--- src/rtl/legv8_multicycle_control.sv ---
// Multi-cycle LEGv8 control FSM: fetch/decode/exec/mem/wb sequencing.
// Ports: iCLK/iRST, iOpcode/iZero/iMemReady in; datapath selects/enables, oRetire/oIllegal/oBusErr pulses, oInstrCount, oState out.
module legv8_multicycle_control #(
    parameter int MEM_TIMEOUT = 16,
    parameter int CNT_W       = 32
) (
    input  logic             iCLK,
    input  logic             iRST,
    input  logic [10:0]      iOpcode,
    input  logic             iZero,
    input  logic             iMemReady,
    output logic             oIorD,
    output logic             oMemRead,
    output logic             oMemWrite,
    output logic             oIRWrite,
    output logic             oPCWrite,
    output logic             oPCSrc,
    output logic             oALUSrcA,
    output logic [1:0]       oALUSrcB,
    output logic [1:0]       oALUOp,
    output logic             oReg2Loc,
    output logic             oRegWrite,
    output logic             oMemToReg,
    output logic             oRetire,
    output logic             oIllegal,
    output logic             oBusErr,
    output logic [CNT_W-1:0] oInstrCount,
    output logic [3:0]       oState
);

    localparam int WAIT_W = (MEM_TIMEOUT > 2) ? $clog2(MEM_TIMEOUT) : 1;
    localparam logic [WAIT_W-1:0] WAIT_MAX = WAIT_W'(MEM_TIMEOUT - 1);

    typedef enum logic [3:0] {
        FETCH  = 4'd0,
        DECODE = 4'd1,
        EXEC_R = 4'd2,
        EXEC_I = 4'd3,
        ADDR   = 4'd4,
        MEM_RD = 4'd5,
        MEM_WR = 4'd6,
        WB_ALU = 4'd7,
        WB_MEM = 4'd8,
        BRANCH = 4'd9
    } state_t;

    typedef enum logic [2:0] {
        CLS_R, CLS_I, CLS_LOAD, CLS_STORE, CLS_CBR, CLS_UB, CLS_ILL
    } cls_t;

    state_t            state;
    state_t            next_state;
    logic [WAIT_W-1:0] wait_cnt;
    logic              timeout;
    logic              bus_err;
    cls_t              cls;

    // Most specific patterns first: 11-bit, then 10, 8 and 6 fixed bits.
    function automatic cls_t classify(input logic [10:0] op);
        cls_t c;
        casez (op)
            11'b10001011000, 11'b11001011000,
            11'b10001010000, 11'b10101010000: c = CLS_R;
            11'b11111000010, 11'b00111000010,
            11'b01111000010, 11'b10111000100: c = CLS_LOAD;
            11'b11111000000, 11'b00111000000,
            11'b01111000000, 11'b10111000000: c = CLS_STORE;
            11'b1001000100?, 11'b1101000100?,
            11'b1001001000?, 11'b1011001000?: c = CLS_I;
            11'b10110100???, 11'b10110101???: c = CLS_CBR;
            11'b000101?????:                  c = CLS_UB;
            default:                          c = CLS_ILL;
        endcase
        return c;
    endfunction

    assign cls     = classify(iOpcode);
    assign timeout = (wait_cnt == WAIT_MAX) && !iMemReady;

    always_comb begin
        next_state = state;
        bus_err    = 1'b0;
        oIorD      = 1'b0;
        oMemRead   = 1'b0;
        oMemWrite  = 1'b0;
        oIRWrite   = 1'b0;
        oPCWrite   = 1'b0;
        oPCSrc     = 1'b0;
        oALUSrcA   = 1'b0;
        oALUSrcB   = 2'd0;
        oALUOp     = 2'd0;
        oReg2Loc   = 1'b0;
        oRegWrite  = 1'b0;
        oMemToReg  = 1'b0;
        oRetire    = 1'b0;
        oIllegal   = 1'b0;
        unique case (state)
            FETCH: begin
                oMemRead = 1'b1;
                oALUSrcB = 2'd1;
                if (iMemReady) begin
                    oIRWrite   = 1'b1;
                    oPCWrite   = 1'b1;
                    next_state = DECODE;
                end else if (timeout) begin
                    bus_err    = 1'b1;
                    next_state = FETCH;
                end
            end
            DECODE: begin
                // Branch target is formed here while the ALU is idle.
                oALUSrcB = 2'd2;
                oReg2Loc = (cls == CLS_STORE) || (cls == CLS_CBR);
                unique case (cls)
                    CLS_R:     next_state = EXEC_R;
                    CLS_I:     next_state = EXEC_I;
                    CLS_LOAD,
                    CLS_STORE: next_state = ADDR;
                    CLS_CBR,
                    CLS_UB:    next_state = BRANCH;
                    default: begin
                        oIllegal   = 1'b1;
                        next_state = FETCH;
                    end
                endcase
            end
            EXEC_R: begin
                oALUSrcA   = 1'b1;
                oALUOp     = 2'd2;
                next_state = WB_ALU;
            end
            EXEC_I: begin
                oALUSrcA   = 1'b1;
                oALUSrcB   = 2'd2;
                oALUOp     = 2'd2;
                next_state = WB_ALU;
            end
            ADDR: begin
                oALUSrcA   = 1'b1;
                oALUSrcB   = 2'd2;
                oReg2Loc   = 1'b1;
                next_state = (cls == CLS_LOAD) ? MEM_RD : MEM_WR;
            end
            MEM_RD: begin
                oIorD    = 1'b1;
                oMemRead = 1'b1;
                if (iMemReady) begin
                    next_state = WB_MEM;
                end else if (timeout) begin
                    bus_err    = 1'b1;
                    next_state = FETCH;
                end
            end
            MEM_WR: begin
                oIorD     = 1'b1;
                oMemWrite = 1'b1;
                oReg2Loc  = 1'b1;
                if (iMemReady) begin
                    oRetire    = 1'b1;
                    next_state = FETCH;
                end else if (timeout) begin
                    bus_err    = 1'b1;
                    next_state = FETCH;
                end
            end
            WB_ALU: begin
                oRegWrite  = 1'b1;
                oRetire    = 1'b1;
                next_state = FETCH;
            end
            WB_MEM: begin
                oRegWrite  = 1'b1;
                oMemToReg  = 1'b1;
                oRetire    = 1'b1;
                next_state = FETCH;
            end
            BRANCH: begin
                oALUSrcA   = 1'b1;
                oALUOp     = 2'd1;
                oReg2Loc   = 1'b1;
                oPCSrc     = 1'b1;
                oRetire    = 1'b1;
                // iOpcode[3] is IR[24]: set for CBNZ, clear for CBZ.
                oPCWrite   = (cls == CLS_UB) ||
                             ((cls == CLS_CBR) && (iOpcode[3] ? !iZero : iZero));
                next_state = FETCH;
            end
            default: next_state = FETCH;
        endcase
        oBusErr = bus_err;
        // Reset silences the datapath, including the fetch strobe.
        if (iRST) begin
            oIorD     = 1'b0;
            oMemRead  = 1'b0;
            oMemWrite = 1'b0;
            oIRWrite  = 1'b0;
            oPCWrite  = 1'b0;
            oPCSrc    = 1'b0;
            oALUSrcA  = 1'b0;
            oALUSrcB  = 2'd0;
            oALUOp    = 2'd0;
            oReg2Loc  = 1'b0;
            oRegWrite = 1'b0;
            oMemToReg = 1'b0;
            oRetire   = 1'b0;
            oIllegal  = 1'b0;
            oBusErr   = 1'b0;
        end
    end

    assign oState = iRST ? 4'd0 : state;

    always_ff @(posedge iCLK) begin
        if (iRST) begin
            state       <= FETCH;
            wait_cnt    <= '0;
            oInstrCount <= '0;
        end else begin
            state <= next_state;
            // Any state change or timeout re-entry restarts the wait count.
            if ((next_state != state) || bus_err) begin
                wait_cnt <= '0;
            end else if (!iMemReady) begin
                wait_cnt <= wait_cnt + WAIT_W'(1);
            end
            if (oRetire) begin
                oInstrCount <= oInstrCount + CNT_W'(1);
            end
        end
    end

endmodule
--- config.mk ---
export PLATFORM = sky130hd
export DESIGN_NAME = legv8_multicycle_control
export DESIGN_NICKNAME = d
export VERILOG_FILES = /design/src/rtl/legv8_multicycle_control.sv
export SDC_FILE = /design/constraint.sdc
export NUM_CORES = 1
export LEC_CHECK = 0
export BUFFER_PORTS_ARGS = -buffer_cell sky130_fd_sc_hd__buf_2
export CORE_MARGIN = 2
export CORE_UTILIZATION = 57
export DETAILED_ROUTE_END_ITERATION = 6
export PLACE_DENSITY = 0.86
export SLEW_MARGIN = 10
export SYNTH_ARGS = -nofsm -noshare
export SYNTH_HDL_FRONTEND = slang
export SYNTH_SLANG_ARGS = --single-unit
--- constraint.sdc ---
create_clock -name iCLK -period 7.4 [get_ports iCLK]
set_clock_uncertainty 0.2 [all_clocks]
set_input_delay 2.22 -clock iCLK [delete_from_list [all_inputs] [get_ports iCLK]]
set_output_delay 2.22 -clock iCLK [all_outputs]
set_load 0.01 [all_outputs]
==> flow_summary.json <==
{
  "cts_made_buffers": 5,
  "dp_hpwl_um": 4600,
  "coreArea_sq_um": 4320,
  "final_util": 0.688,
  "power_density_nw_per_um2": 213,
  "cp-end-kind": "primary output",
  "maxCapViolations": 0,
  "worstMarginPinSlew_ns": 0.873,
  "grt_use_total": 0.253,
  "die_area_sq_um": 5000,
  "avgSynthCellArea_sq_um": 7.85,
  "num_antenna_cells": 0,
  "clock_tree.buffer_depth": 2,
  "cellLeakagePower_uw": 0.00122,
  "gr-total-overflow": 0,
  "synth-async-reset-ratio": 0,
  "critical_path.max_fanout": 5,
  "cts.sinks": 40,
  "switching_power_uw": 226,
  "drtPass1Iterations": 5,
  "whs_path_depth": 2,
  "syn-cell-area_sq_um": 2530,
  "r2r_cells": 6,
  "timing.fmax_ghz": 0.160,
  "gp_congestion": 0.826,
  "start_util": 0.586,
  "relSlewSlack": 0.413,
  "seq_power_share": 0.413,
  "h-tree-depth": 2,
  "r2r_setup_slack_ns": 4.40,
  "status": "finished, final reports clean",
  "drive_gt1_frac": 0.223,
  "switching_share": 0.356,
  "crit_arrival_ns": 3.82,
  "root_buffer": "clkbuf_8",
  "start_kind": "primary input",
  "layout-area-overhead-vs-synth_pct": 17.4,
  "synth_fp_nets": 340,
  "critical_path_class": "in2out",
  "drtAntennaViolNets": 0,
  "grt_pass1_wl_um": 10400,
  "pwr-share-clk": 0.281,
  "startpoint": "iOpcode[2]",
  "rr_endpoint": "oInstrCount[31]$_SDFFE_PP0P_",
  "port_buffers": 67,
  "setup_tns_ns": 0,
  "via_count": 2561,
  "intPower_uw": 408,
  "synthesis.instances": 323,
  "nets": 398,
  "vias_per_cell": 5.90,
  "grt_pass1_vias": 2226,
  "cts_setup_buffers": 0,
  "ios": 68,
  "die_y_um": 70.7,
  "cts_tree": "yes",
  "clk_pin_slew_worst_paths_ns": 0.08,
  "synth_ff_type": "dfxtp_1",
  "worstSetupEndpoint": "oReg2Loc",
  "p_comb_frac": 0.306,
  "post_drt_wl_per_cell_um": 14.2,
  "post_cts_resized": 0,
  "drc_errors": 0,
  "synth-seq-cells": 40,
  "finalMaxSlewViolations": 0,
  "grt_max_degree": 54,
  "wl_um": 6170,
  "rows": 24,
  "yosys.cell_types.count": 48,
  "fin_crit_ns": 6.24,
  "period_share": 0.844,
  "setup_viol": 0,
  "r2r-start": "state[1]$_SDFF_PP0_",
  "cp.required_ns": 4.98,
  "yosysWarningCount": 0,
  "insertion_delay_ns": 0.30,
  "antenna_found_initial": 0,
  "seq_area_frac_synth": 0.316,
  "die_w_um": 70.7,
  "synth_edf_count": 0,
  "layout_common_cells": "67 x buf_2, 44 x nor2_1, 40 x dfxtp_1, 19 x nand2_1, 17 x a21oi_1",
  "final_common_cell": "buf_2",
  "hold_violations": 0,
  "ir_worst_vdd_v": 0.000169,
  "fillCellCount": 377,
  "rsz0062_at_grt": "no",
  "drt-initial-drc-count": 189,
  "cts_hold_buf": 0,
  "hold_class": "reg2reg"
}
[stage by stage]
stage	instances	instance area (sq um)	power, uW	hold WS, ns	worst slack (ns)
final	434	2980	634	0.292	1.16
after global routing	434	2980	674	0.314	0.947
after CTS	434	2980	636	0.298	1.16
after detailed placement	426	2860	459	0.285	1.16
after global placement	426	2860	456	0.263	1.19
after floorplan	323	2530	410	0.302	1.53
[power groups by stage]
stage | Sequential, uW | Combinational, uW | Clock [uW]
2_1_floorplan | 234 | 176 | 0
3_3_place_gp | 266 | 189 | 0
3_5_place_dp | 266 | 193 | 0
4_1_cts | 261 | 194 | 181
5_1_grt | 267 | 217 | 190
6_report | 262 | 194 | 178
[synthesized netlist by cell type, types with 2 or more instances]
master,instances,share of area
or2_2,3,0.0074
nor2b_1,10,0.025
clkbuf_1,12,0.018
nor4_1,7,0.017
o21bai_1,2,0.0059
nand4_1,14,0.035
nand4_2,2,0.0099
nand4bb_1,2,0.0089
nand3b_1,3,0.0089
mux2i_1,5,0.020
nand2b_1,10,0.025
nor4bb_1,2,0.0079
a31oi_1,2,0.0049
a21oi_1,17,0.034
o21ai_0,12,0.024
and3b_1,2,0.0069
o211ai_1,3,0.0089
and3_1,6,0.015
nand4b_1,2,0.0069
nand3_1,15,0.030
inv_1,8,0.012
nand2_1,19,0.028
nor3b_1,6,0.018
or4_1,2,0.0059
xnor2_1,12,0.041
or3_1,9,0.022
buf_2,3,0.0059
nor4b_1,2,0.0069
a211oi_1,3,0.0089
nor2_1,44,0.065
xor2_1,16,0.055
dfxtp_1,40,0.32
nor3_1,12,0.024
ha_1,2,0.0099
[layout make-up]
| cell class | count | area [sq um] | area share |
|---|---|---|---|
| sequential | 40 | 801 | 0.269 |
| inverter | 8 | 30.0 | 0.0101 |
| multi-input combinational | 259 | 1630 | 0.549 |
| timing repair buffer | 67 | 335 | 0.113 |
| clock inverter | 3 | 42.5 | 0.0143 |
| clock buffer | 5 | 68.8 | 0.0231 |
| tap | 52 | 65.1 | 0.0219 |
[metal layers]
metal / global-route usage / up-vias / routed length [um]
met1: 0.342 / 1190 / 2840
met2: 0.416 / 83 / 2950
met3: 0.0456 / 8 / 322
met5: 0 / - / 0
met4: 0.0692 / 0 / 59
li1: - / 1280 / -
[kinds of logic (layout without fill, tap and decap cells)]
| kind of cell | after synthesis | after routing | share of synthesized area |
|---|---|---|---|
| and+or+nand+nor | 175 | 175 | 0.384 |
| AOI/OAI and AO/OA | 49 | 49 | 0.134 |
| DFF | 40 | 40 | 0.316 |
| xor gates and xnor gates | 28 | 28 | 0.0967 |
| buffers and inverters | 24 | 83 | 0.0400 |
| muxes | 5 | 5 | 0.0197 |
| adders and majority gates | 2 | 2 | 0.00987 |
[worst min path at each step]
stage / start / end / slack [ns]
final: oInstrCount[31]$_SDFFE_PP0P_ / oInstrCount[31]$_SDFFE_PP0P_ / 0.29
after floorplan: oInstrCount[31]$_SDFFE_PP0P_ / oInstrCount[31]$_SDFFE_PP0P_ / 0.30
after global placement: oInstrCount[31]$_SDFFE_PP0P_ / oInstrCount[31]$_SDFFE_PP0P_ / 0.26
after detailed placement: oInstrCount[31]$_SDFFE_PP0P_ / oInstrCount[31]$_SDFFE_PP0P_ / 0.29
after global routing: oInstrCount[31]$_SDFFE_PP0P_ / oInstrCount[31]$_SDFFE_PP0P_ / 0.31
after CTS: oInstrCount[31]$_SDFFE_PP0P_ / oInstrCount[31]$_SDFFE_PP0P_ / 0.30
[state kept, by name, summed over array words and instances (netlist names)]
signal       count
oInstrCount     32
state            4
wait_cnt         4
[worst max-delay path, stage by stage]
cell and delay (ns):
buf_2 0.14, nor4b_1 0.48, a41oi_1 0.18, o21ai_0 0.31
mux2i_1 0.22, o22ai_1 0.09, buf_2 0.19
(Power assumes the default switching activity.)
